$ cat src/rtl/uart_pkg.sv
// Shared UART definitions: FSM state encoding, baud divisor and parity helpers.
// The TX serializer uses this package, and the RX deserializer is meant to reuse it.
package uart_pkg;

    localparam int unsigned STATE_W       = 3;
    localparam int unsigned BIT_CNT_W     = 3;
    localparam int unsigned MAX_DATA_BITS = 8;

    // Frame sequencing states. The explicit encoding keeps debug dumps stable.
    typedef enum logic [STATE_W-1:0] {
        S_IDLE   = 3'd0,
        S_FETCH  = 3'd1,
        S_WAIT   = 3'd2,
        S_START  = 3'd3,
        S_DATA   = 3'd4,
        S_PARITY = 3'd5,
        S_STOP   = 3'd6
    } uart_state_t;

    // Clocks per bit (integer divide); the caller must guarantee a result >= 2.
    function automatic int unsigned clks_per_bit(input int unsigned clk_hz,
                                                 input int unsigned baud);
        return clk_hz / baud;
    endfunction

    // Parity over the low nbits of data. Even parity returns the XOR of those
    // bits. Odd parity returns its complement.
    function automatic logic parity_bit(input logic [MAX_DATA_BITS-1:0] data,
                                        input int                      nbits,
                                        input logic                    odd);
        logic acc;
        acc = 1'b0;
        for (int i = 0; i < int'(MAX_DATA_BITS); i++) begin
            if (i < nbits) begin
                acc = acc ^ data[i];
            end
        end
        return acc ^ odd;
    endfunction

endpackage

$ cat src/rtl/uart_baud_gen.sv
// Bit-period timer. It counts 0..CLKS_PER_BIT-1 and wraps at every bit boundary.
// bit_tick marks the last cycle of a bit period. pre_tick marks the cycle before it,
// which lets the caller register a pulse that must line up with the last cycle.
module uart_baud_gen #(
    parameter int unsigned CLKS_PER_BIT = 434
) (
    input  logic clk,
    input  logic rst_n,
    input  logic clear,
    output logic bit_tick,
    output logic pre_tick
);

    localparam int unsigned CNT_W = $clog2(CLKS_PER_BIT);
    localparam logic [CNT_W-1:0] LAST_CNT = CNT_W'(CLKS_PER_BIT - 1);
    localparam logic [CNT_W-1:0] PRE_CNT  = CNT_W'(CLKS_PER_BIT - 2);

    logic [CNT_W-1:0] cnt_reg;

    // Free-running modulo counter. While the line is not framing, clear holds it at zero.
    always_ff @(posedge clk or negedge rst_n) begin
        if (!rst_n) begin
            cnt_reg <= '0;
        end else if (clear || (cnt_reg == LAST_CNT)) begin
            cnt_reg <= '0;
        end else begin
            cnt_reg <= cnt_reg + 1'b1;
        end
    end

    assign bit_tick = (cnt_reg == LAST_CNT);
    assign pre_tick = (cnt_reg == PRE_CNT);

endmodule

$ cat src/rtl/uart_tx_serializer.sv
// UART transmit serializer. It pops bytes from the TX FIFO and sends each one as:
// a start bit, DATA_BITS data bits (LSB first), an optional parity bit, and STOP_BITS
// stop bits. Every output is registered. A frame that has started always completes,
// unless reset is asserted.
module uart_tx_serializer
    import uart_pkg::*;
#(
    parameter int unsigned CLK_FREQ_HZ = 50_000_000,
    parameter int unsigned BAUD_RATE   = 115_200,
    parameter int unsigned DATA_BITS   = 8,
    parameter int unsigned PARITY_EN   = 0,
    parameter int unsigned PARITY_ODD  = 0,
    parameter int unsigned STOP_BITS   = 1
) (
    input  logic       clk_uart_tx,
    input  logic       rst_n,
    input  logic       tx_enable,
    input  logic       fifo_empty,
    input  logic [7:0] data_in,
    output logic       next_frame,
    output logic       tx_serial,
    output logic       tx_busy,
    output logic       tx_done
);

    localparam int unsigned CLKS_PER_BIT = clks_per_bit(CLK_FREQ_HZ, BAUD_RATE);
    localparam logic [BIT_CNT_W-1:0] LAST_DATA_IDX = BIT_CNT_W'(DATA_BITS - 1);
    localparam logic [BIT_CNT_W-1:0] LAST_STOP_IDX = BIT_CNT_W'(STOP_BITS - 1);
    localparam logic                 PAR_ODD       = (PARITY_ODD != 0);
    localparam bit                   HAS_PARITY    = (PARITY_EN != 0);

    uart_state_t          state_reg,      state_next;
    logic [7:0]           shift_reg,      shift_next;
    logic [BIT_CNT_W-1:0] bit_cnt_reg,    bit_cnt_next;
    logic                 parity_reg,     parity_next;
    logic                 tx_serial_reg,  tx_serial_next;
    logic                 next_frame_reg, next_frame_next;
    logic                 tx_busy_reg,    tx_busy_next;
    logic                 tx_done_reg,    tx_done_next;

    logic bit_tick;
    logic pre_tick;
    logic baud_clear;
    logic start_req;

    // The baud timer runs only while a bit is on the line. The WAIT->START
    // transition therefore always begins a full start-bit period.
    assign baud_clear = (state_reg == S_IDLE) || (state_reg == S_FETCH) ||
                        (state_reg == S_WAIT);

    // The FIFO handshake inputs matter only in IDLE and on the last stop cycle.
    assign start_req = tx_enable && !fifo_empty;

    uart_baud_gen #(
        .CLKS_PER_BIT (CLKS_PER_BIT)
    ) u_baud (
        .clk      (clk_uart_tx),
        .rst_n    (rst_n),
        .clear    (baud_clear),
        .bit_tick (bit_tick),
        .pre_tick (pre_tick)
    );

    // State and output registers. Asynchronous reset drives the line high at once.
    always_ff @(posedge clk_uart_tx or negedge rst_n) begin
        if (!rst_n) begin
            state_reg      <= S_IDLE;
            shift_reg      <= '0;
            bit_cnt_reg    <= '0;
            parity_reg     <= 1'b0;
            tx_serial_reg  <= 1'b1;
            next_frame_reg <= 1'b0;
            tx_busy_reg    <= 1'b0;
            tx_done_reg    <= 1'b0;
        end else begin
            state_reg      <= state_next;
            shift_reg      <= shift_next;
            bit_cnt_reg    <= bit_cnt_next;
            parity_reg     <= parity_next;
            tx_serial_reg  <= tx_serial_next;
            next_frame_reg <= next_frame_next;
            tx_busy_reg    <= tx_busy_next;
            tx_done_reg    <= tx_done_next;
        end
    end

    // Next-state logic and next values of the registered outputs.
    always_comb begin
        state_next      = state_reg;
        shift_next      = shift_reg;
        bit_cnt_next    = bit_cnt_reg;
        parity_next     = parity_reg;
        tx_serial_next  = tx_serial_reg;
        next_frame_next = 1'b0;
        tx_busy_next    = tx_busy_reg;
        tx_done_next    = 1'b0;

        unique case (state_reg)
            S_IDLE: begin
                tx_serial_next = 1'b1;
                tx_busy_next   = 1'b0;
                if (start_req) begin
                    next_frame_next = 1'b1;
                    tx_busy_next    = 1'b1;
                    state_next      = S_FETCH;
                end
            end

            // The FIFO sees the pop during this cycle. Its read data is valid in WAIT.
            S_FETCH: begin
                state_next = S_WAIT;
            end

            // Capture the byte and its parity together. Later changes on data_in
            // cannot affect this frame.
            S_WAIT: begin
                shift_next     = data_in;
                parity_next    = parity_bit(data_in, int'(DATA_BITS), PAR_ODD);
                tx_serial_next = 1'b0;
                bit_cnt_next   = '0;
                state_next     = S_START;
            end

            S_START: begin
                if (bit_tick) begin
                    tx_serial_next = shift_reg[0];
                    shift_next     = {1'b0, shift_reg[7:1]};
                    bit_cnt_next   = '0;
                    state_next     = S_DATA;
                end
            end

            // bit_cnt_reg holds the index of the data bit now on the line.
            S_DATA: begin
                if (bit_tick) begin
                    if (bit_cnt_reg == LAST_DATA_IDX) begin
                        bit_cnt_next = '0;
                        if (HAS_PARITY) begin
                            tx_serial_next = parity_reg;
                            state_next     = S_PARITY;
                        end else begin
                            tx_serial_next = 1'b1;
                            state_next     = S_STOP;
                        end
                    end else begin
                        tx_serial_next = shift_reg[0];
                        shift_next     = {1'b0, shift_reg[7:1]};
                        bit_cnt_next   = bit_cnt_reg + 1'b1;
                    end
                end
            end

            S_PARITY: begin
                if (bit_tick) begin
                    tx_serial_next = 1'b1;
                    bit_cnt_next   = '0;
                    state_next     = S_STOP;
                end
            end

            // bit_cnt_reg counts stop bits. tx_done is registered one cycle early,
            // so its pulse covers exactly the final stop cycle.
            S_STOP: begin
                tx_serial_next = 1'b1;
                if (pre_tick && (bit_cnt_reg == LAST_STOP_IDX)) begin
                    tx_done_next = 1'b1;
                end
                if (bit_tick) begin
                    if (bit_cnt_reg == LAST_STOP_IDX) begin
                        bit_cnt_next = '0;
                        if (start_req) begin
                            next_frame_next = 1'b1;
                            state_next      = S_FETCH;
                        end else begin
                            tx_busy_next = 1'b0;
                            state_next   = S_IDLE;
                        end
                    end else begin
                        bit_cnt_next = bit_cnt_reg + 1'b1;
                    end
                end
            end

            default: begin
                tx_serial_next = 1'b1;
                tx_busy_next   = 1'b0;
                state_next     = S_IDLE;
            end
        endcase
    end

    assign next_frame = next_frame_reg;
    assign tx_serial  = tx_serial_reg;
    assign tx_busy    = tx_busy_reg;
    assign tx_done    = tx_done_reg;

endmodule

$ cat config.mk
export PLATFORM = sky130hd
export DESIGN_NAME = uart_tx_serializer
export DESIGN_NICKNAME = d
export VERILOG_FILES = /design/src/rtl/uart_pkg.sv /design/src/rtl/uart_baud_gen.sv /design/src/rtl/uart_tx_serializer.sv
export SDC_FILE = /design/constraint.sdc
export NUM_CORES = 1
export LEC_CHECK = 0
export ABC_AREA = 1
export CAP_MARGIN = 20
export CORE_AREA = 4 4 64 66
export CTS_BUF_LIST = sky130_fd_sc_hd__clkbuf_16
export CTS_CLUSTER_SIZE = 28
export DETAILED_ROUTE_END_ITERATION = 16
export DIE_AREA = 0 0 68 70
export GPL_TIMING_DRIVEN = 1
export HOLD_SLACK_MARGIN = 0.12
export PLACE_DENSITY = 0.68
export SLEW_MARGIN = 20
export SYNTH_ARGS = -nofsm -noshare
export SYNTH_HDL_FRONTEND = slang
export SYNTH_SLANG_ARGS = --single-unit
$ cat constraint.sdc
create_clock -name clk_uart_tx -period 1.8 [get_ports clk_uart_tx]
set_clock_uncertainty 0.2 [all_clocks]
set_input_delay 0.18 -clock clk_uart_tx [delete_from_list [all_inputs] [get_ports clk_uart_tx]]
set_output_delay 0.18 -clock clk_uart_tx [all_outputs]
set_load 0.01 [all_outputs]
* Yosys cells after proc, flatten, opt, wreduce, memory -nomap -nowiden *
Index checks and enable logic that the tools add are counted.

cells by class
  add/subtract/negate cells = 2
  $mul = 0
  divide/modulo/power cells = 0
  magnitude comparators = 0
  equal/unequal tests = 19
  shift operators = 0
  muxes and demuxes = 35
  bitwise logic cells = 2
  reduce and logical (&&, ||, !) cells = 17

operator list
  kind                                                             number
  3-bit two-way mux                                                12
  8-bit two-way mux                                                3
  8-bit case mux with 3 select lines                               1
  3-bit case mux with 7 select lines                               1
  9-bit == test, second input constant                             2
  2-bit != test, second input constant                             9
  4-bit AND reduction                                              4
  1-bit two-way mux                                                13
  3-bit == test, second input constant                             4
  3-bit case mux with 4 select lines                               1
  9-bit by 1-bit adder with 9-bit output, second input constant    1
  9-bit two-way mux                                                1
  7-bit AND reduction                                              1
  3-bit by 2-bit == test with 1-bit output, second input constant  2
  3-bit logical NOT                                                2
  1-bit case mux with 5 select lines                               1
  5-bit OR reduction                                               1
  4-bit nonzero test                                               1
  3-bit by 1-bit adder with 3-bit output, second input constant    1
  3-bit by 1-bit == test with 1-bit output, second input constant  1
  1-bit logical OR                                                 3
  1-bit case mux with 3 select lines                               1
  3-bit nonzero test                                               1
  1-bit logical AND                                                2
  other kinds (5)                                                  6

word-level totals
  register bits = 27
  latch bits = 0
  bits in writable memories = 0
  bits in read-only memories = 0
  input port bits = 12
  logic and storage cells = 83
  memories kept = 0

* Longest topological paths before layout *
  word-level depth = 6
  depth in mapped cells = 10
  mapped depth without buffers = 10

* By module *
A second synthesis with hierarchy kept.

unflattened totals
  cell total of the unflattened synthesis = 231
  area, all modules = 1667.8 µm²

by module, submodules not included
  module              times used  cells each  area an instance (µm²)  sequential area each (µm²)
  uart_tx_serializer  1           159         1134.8                  451.7
  uart_baud_gen       1           72          533.0                   225.2

* Least setup slack after synthesis *
No wires, ideal clock.

  kind = reg-to-reg
  from = register bit_cnt_reg[0]
  to = register shift_reg[1]
  setup time = 0.064 ns
  data arrival time = 1.317 ns
  data required time = 1.536 ns
  setup slack = 0.220 ns
  cell stages (with the launch flop) = 8
  period minus slack after synthesis = 1.580 ns
  path through = dfrtp_1 -> ha_1 -> ha_1 -> o21ai_4 -> nand2_8 -> inv_8 -> o211ai_2 -> nand2_2

on the way
  cells in the longest elaborated chain, start to end = 3

ends and longest elaborated chain
  what                                  line                       RTL
  start: declaration                    uart_tx_serializer.sv:34   logic [BIT_CNT_W-1:0] bit_cnt_reg, bit_cnt_next;
  start signal: assignment              uart_tx_serializer.sv:78   bit_cnt_reg <= bit_cnt_next;
  3-bit == test                         uart_tx_serializer.sv:136  if (bit_cnt_reg == LAST_DATA_IDX) begin
  2-bit != test (no source line)        --
  4-bit AND reduction (no source line)  --
  end signal: assignment                uart_tx_serializer.sv:77   shift_reg <= shift_next;
  end: declaration                      uart_tx_serializer.sv:33   logic [7:0] shift_reg, shift_next;

No other way between the ends.
A chain may end at the register's enable or synchronous reset.

* Worst setup path after layout *
  from = register tx_serial_reg, in the netlist tx_serial
  to = output tx_serial

RTL lines
  what                      line                      RTL
  start: declaration        uart_tx_serializer.sv:36  logic tx_serial_reg, tx_serial_next;
  start signal: assignment  uart_tx_serializer.sv:80  tx_serial_reg <= tx_serial_next;
  end: declaration          uart_tx_serializer.sv:21  output logic tx_serial,

No word-level cell between the ends.

==> flow_summary.ini <==
[floorplanning]
start_util_pct = 47.27
coreArea_um2 = 3578
pin_count = 16
dieArea_um2 = 4760
die_y_um = 70
die_w_um = 68
rows = 22

[yosys]
synthAdderAreaFrac_pct = 4.438
synth_area_per_cell_um2 = 8.416
yosysTopAreaCell = dfrtp_1
synth_fp_nets = 219
synth.cell_area_um2 = 1692
ys_top_cells_by_area = dfrtp_1, nand2_1, inv_1, ha_1, nand3_1
synth_top_area_share_pct = 38.46
synthCells = 201
ys_ff_latch = 27
synth.distinct_cells = 31
yosys.area_share.xor_xnor_pct = 0
synth-simple-area-share_pct = 33.73
synth-compound-area-share_pct = 13.91
synth_top_family_by_area = simple AND/OR/NAND/NOR gates
seq_area_frac_synth_pct = 40.01
synth.area.mux_share_pct = 0
synth_warnings = 0

[sta]
hold_viol = 0
setup_tns_ps = 0
maxSlewViolCount = 0
period_share_pct = 94.57
fin_ws_ps = 97.82
timing.slew.headroom_pct = 75.79
finalSetupViolations = 0
period_minus_slack_ps = 1702
rsz0062_at_grt = false
worst_slew_pin_slew_ps = 361.8
fmax_ghz = 0.5875

[power]
peakVddDrop_uv = 646.8
p_total_w = 0.003062
p_leak_nw = 0.9895
p_per_area_nw_per_um2 = 1525

[route]
avgViaCountPerCell = 4.819
ant_nets = 0
drc = 0
dr.pass1.iters = 4
first_iter_violations = 67
vias = 1306
wirelength_um = 3241
wl_per_cell_um = 11.96

[critical_path]
crit_path_max_fanout = 2
crit_path_max_incr_delay_ps = 530
end_kind = output port
cpLargestDelayFamily = flip-flops
path_class = register to output port
crit_required_ps = 1420
path_buf_inv = 1
crit_slowest_cell = dfstp_2
startpoint_type = register
crit_chain = clkdlybuf4s50_1
worst-r2r-setup-slack_ps = 110
critPathArrivalTime_ps = 1320

[place]
place.gp.congestion = 0.9304
portBuffers = 15
dpl.cell_count = 266
place_area_um2 = 1913
place_hpwl_um = 2421
post-place-ws_ps = 66.89

[global_routing]
grt_pass1_wl_um = 5630
grt_pass1_vias = 1221
grt_max_degree = 28
antenna_found_initial = 0
grtUsageTotal_pct = 15.35
grt_overflow_total = 0

[cts]
cts.sinks = 27
cts_max_path_buffers = 2
cts_tree = done
clkTransAtPathRegs_ps = 70
clk_latency_ps = 270
post_cts_buffers = 0
cts_buffers = 3
root_buffer = clkbuf_16
cts_max_level = 1

[cells_and_area]
diodes = 0
final_cell_area_um2 = 2008
drive_gt1_share_pct = 22.42
largest_reg_flops = 9
fin_cells = 271
synthToLayoutAreaGrowth_pct = 18.71
nNetsFinal = 242

[run_status]
status = finished clean

[job]
maxCapViolations = 0

[worst_hold_path]
hold_path.class = register to register
-- worst paths after layout --
check,start,endpoint,cells past startpoint
setup / recovery,tx_serial,tx_serial,1
hold / removal,tx_busy,tx_busy,2
setup reg to reg,bit_cnt_reg[0],shift_reg[2],7
hold reg to reg,tx_busy,tx_busy,2
max in group asynchronous,rst_n,tx_serial,3
min in group asynchronous,rst_n,u_baud.cnt_reg[6],3
-- power breakdown --
group / internal [W] / switching [W] / total, W
clock network: 0.000298 / 0.000220 / 0.000519
registers: 0.000805 / 0.000159 / 0.000965
logic: 0.000611 / 0.000968 / 0.00158
-- cells in the mapped netlist (all sizes together) --
master	count
a21oi	6
buf	1
dfrtp	26
dfstp	1
ha	6
inv	30
nand2	61
nand3	14
nor2	19
nor3	4
nor3b	2
nor4	1
o211ai	6
o21a	1
o21ai	15
o21bai	3
or2	5
-- kinds of logic (layout without fill, tap and decap cells) --
group | after synthesis | after routing
buffers and inverters | 31 | 53
flip-flops | 27 | 27
adder cells (fa/ha/maj) | 6 | 6
AND/OR/NAND/NOR | 106 | 106
AO/OA/AOI/OAI | 31 | 31
-- final cells by class --
class | instances | area, µm²
clock inverter | 1 | 3.754
timing repair buffer | 19 | 182.7
sequential | 27 | 678.2
fill | 348 | 1570
tap | 48 | 60.06
clock buffer | 3 | 75.07
inverter | 30 | 122.6
multi-input combinational | 143 | 885.9
-- through the flow --
| step | utilization, % | hold WS, ps |
|---|---|---|
| 2_1_floorplan | - | -315.6 |
| 3_3_place_gp | 53.46 | 257.8 |
| 3_5_place_dp | 53.46 | 260.8 |
| 4_1_cts | 55.94 | 278.2 |
| 5_1_grt | 56.12 | 284.6 |
| 6_report | 56.12 | 273.5 |
-- repair_timing --
action	CTS	global route
hold endpoints to repair	26	0
resized for setup	0	3
setup endpoints to repair	0	5
hold buffers	1	0
-- cells in the final DEF, fill, tap and decap left out, types with 3 or more instances in the layout --
cell type        count
nand2_1             47
inv_1               26
dfrtp_1             25
clkdlybuf4s50_1     15
nand3_1             13
nor2_1              10
nand2_2              9
o21ai_0              7
a21oi_1              6
ha_1                 6
nor2_2               5
o211ai_2             5
or2_2                4
nor2_4               4
nor3_1               4
o21ai_1              4
nand2_4              3
inv_2                3
o21bai_1             3
clkbuf_16            3
buf_4                3
-- layer usage --
metal	share of wire, %	vias to the layer above	track usage, %	wire (µm)
met5	0	-	0	0
met4	1.9	0	5.960	63
met3	3.0	5	2.412	97
met2	44	20	22.06	1436
met1	51	587	22.68	1644
li1	-	694	-	-
Note: power is estimated with default switching activity, not from simulation.
==> RTL edit, RTL diff (same settings) <==
Reset style: synchronous (`rst_n`), changed in 2 clocked blocks. Comments in the files are not updated.
--- a/src/rtl/uart_baud_gen.sv
+++ b/src/rtl/uart_baud_gen.sv
@@ -20,3 +20,3 @@
     // Free-running modulo counter. While the line is not framing, clear holds it at zero.
-    always_ff @(posedge clk or negedge rst_n) begin
+    always_ff @(posedge clk) begin
         if (!rst_n) begin
--- a/src/rtl/uart_tx_serializer.sv
+++ b/src/rtl/uart_tx_serializer.sv
@@ -64,3 +64,3 @@
     // State and output registers. Asynchronous reset drives the line high at once.
-    always_ff @(posedge clk_uart_tx or negedge rst_n) begin
+    always_ff @(posedge clk_uart_tx) begin
         if (!rst_n) begin
Behaviour: differs if rst_n is asserted again (counterexample within 4 cycles, from zero or initial values and one cycle with rst_n low); with rst_n held inactive, the same outputs for 10 cycles.
==> RTL edit against the original RTL <==
  * Sequential power decreased by 5.2%
  * Worst setup slack improved by 0.084 ns
  * Fmax up 5.2%
  * Cell count is 16% higher
  * Power decreased by 6.1%
  * Cell area down 4.5%
  * Routed wire length is 3.3% lower
  * First-iteration DRC count is 3.0% higher
  * Synthesized area fell by 5.5%
  * Global-route usage is 0.74 points lower
  * Sequential cell count did not move
  * Non-clock buffer count increased by 1
==> RTL edit: results (changes against the original RTL) <==
stage	metric	value	unit	change
outcome	outcome	finished clean		
synth	sequential area share after synthesis	33.8	%	-6.2 points
setup_path	CP max-delay cell	dfxtp_1		
setup_path	CP max stage delay	0.36	ns	-0.17 ns
synth	Main synth FF type	dfxtp_1		
sta	Slew @ Worst Pin	0.360	ns	-0.00191 ns
setup_path	Reg2Reg Capture Point	state_reg[0]$_SDFFE_PN0P_		
setup_path	CP delay by family, top	simple AND/OR/NAND/NOR gates		
power_and_ir_drop	Switching Power	0.00124	W	-7.7%
setup_path	Reg2Reg Setup Slack	0.18	ns	+0.07 ns
setup_path	Critical Path AT	1.58	ns	+0.26 ns
setup_path	worst-path maximum fanout	3		+1
detailed_routing	Vias	1461		+12%
power_and_ir_drop	sequential cell power	0.000915	W	-5.2%
synth	Post-Synth Adder-Cell Area	4.69	%	+0.26 points
setup_path	Startpoint Class	register		
setup_path	FF-to-FF Start	bit_cnt_reg[0]$_SDFFE_PN0P_		
global_route	largest net degree at the start of global routing	17		-39%
power_and_ir_drop	Leak	0.888	nW	-10%
synth	Synth Area in XOR/XNOR	2.19	%	+2.2 points
power_and_ir_drop	Peak VDD IR	0.689	mV	+6.5%
detailed_routing	1st-iter DRT viols	69		+3.0%
synth	area fraction in compound gates after synthesis	8.06	%	-5.8 points
min_path	Hold Startpoint	u_baud.cnt_reg[0]$_SDFF_PP0_		
placement	Placement Setup Slack	0.103	ns	+0.0359 ns
synth	cell count after synthesis	249		+24%
min_path	Worst Hold Path EP	u_baud.cnt_reg[0]$_SDFF_PP0_		
min_path	hold depth	1		-1
global_route	vias in the first global route	1305		+6.9%
global_route	first-pass GRT wire length	5510	um	-2.2%
global_route	gr usage total	14.6	%	-0.74 points
sta	final hold slack	0.252	ns	-0.0212 ns
placement	RD Place Congestion	0.833		-10%
placement	DP Cell Count	310		+17%
final_layout	layout cells sized above 1	9.74	%	-13 points
placement	Cell Area, Placed	1800	um2	-6.1%
synth	Synth top cells by count	nand2_1, nor2_1, inv_1		
power_and_ir_drop	clock network fraction of total power	18.1	%	+1.2 points
floorplan	Initial Utilization	44.7	%	-2.6 points
sta	Fmax	618	MHz	+5.2%
final_layout	Filler Cell Count	354		+1.7%
synth	synth top area cells	dfxtp_1, nand2_1, nor2_1, inv_1, nand3_1		
synth	Unique masters post-synth	26		-16%
detailed_routing	1st-pass router iterations	5		+1
detailed_routing	final WL	3140	um	-3.3%
placement	DP Wirelength	2370	um	-2.0%
power_and_ir_drop	Net Sw Frac	43.2	%	-0.77 points
final_layout	nets	286		+18%
detailed_routing	Routed WL per cell	9.95	um	-17%
setup_path	Worst Reg2Reg Path Length in Cells	9		+2
setup_path	CP endpoint kind	register		
synth	Net Count, Synth	267		+22%
[RTL edit: what timing repair did]
item | 4_1_cts | 5_1_grt
buffers inserted | 0 | 1
resized for setup | 0 | 6
endpoints found under the setup margin | 0 | 22
endpoints found under the hold margin | 0 | 0
[RTL edit: layout make-up]
cell class	count	area (um2)	area share, %
repair buffers	20	200	10.4
flip-flops and latches	27	543	28.3
inverters	41	154	8.03
clock buffers	3	75.1	3.92
multi-input cells	175	877	45.8
clock inverters	1	7.51	0.392
well taps	48	60.1	3.13
[RTL edit: logic make-up after synthesis]
| logic type | count (synthesis) |
|---|---|
| adder cells (fa/ha/maj) | 6 |
| XOR/XNOR | 4 |
| AND/OR/NAND/NOR | 143 |
| flip-flops | 27 |
| buffers and inverters | 47 |
| AO/OA/AOI/OAI | 22 |
[RTL edit: routing by layer]
layer  track usage (%)  part of all wire [%]  up-vias
met5                 0                     0        -
met4              3.97                  0.45        0
met2              24.3                    52       10
met3              2.89                   1.5        2
met1              18.8                    46      645
li1                  -                     -      804
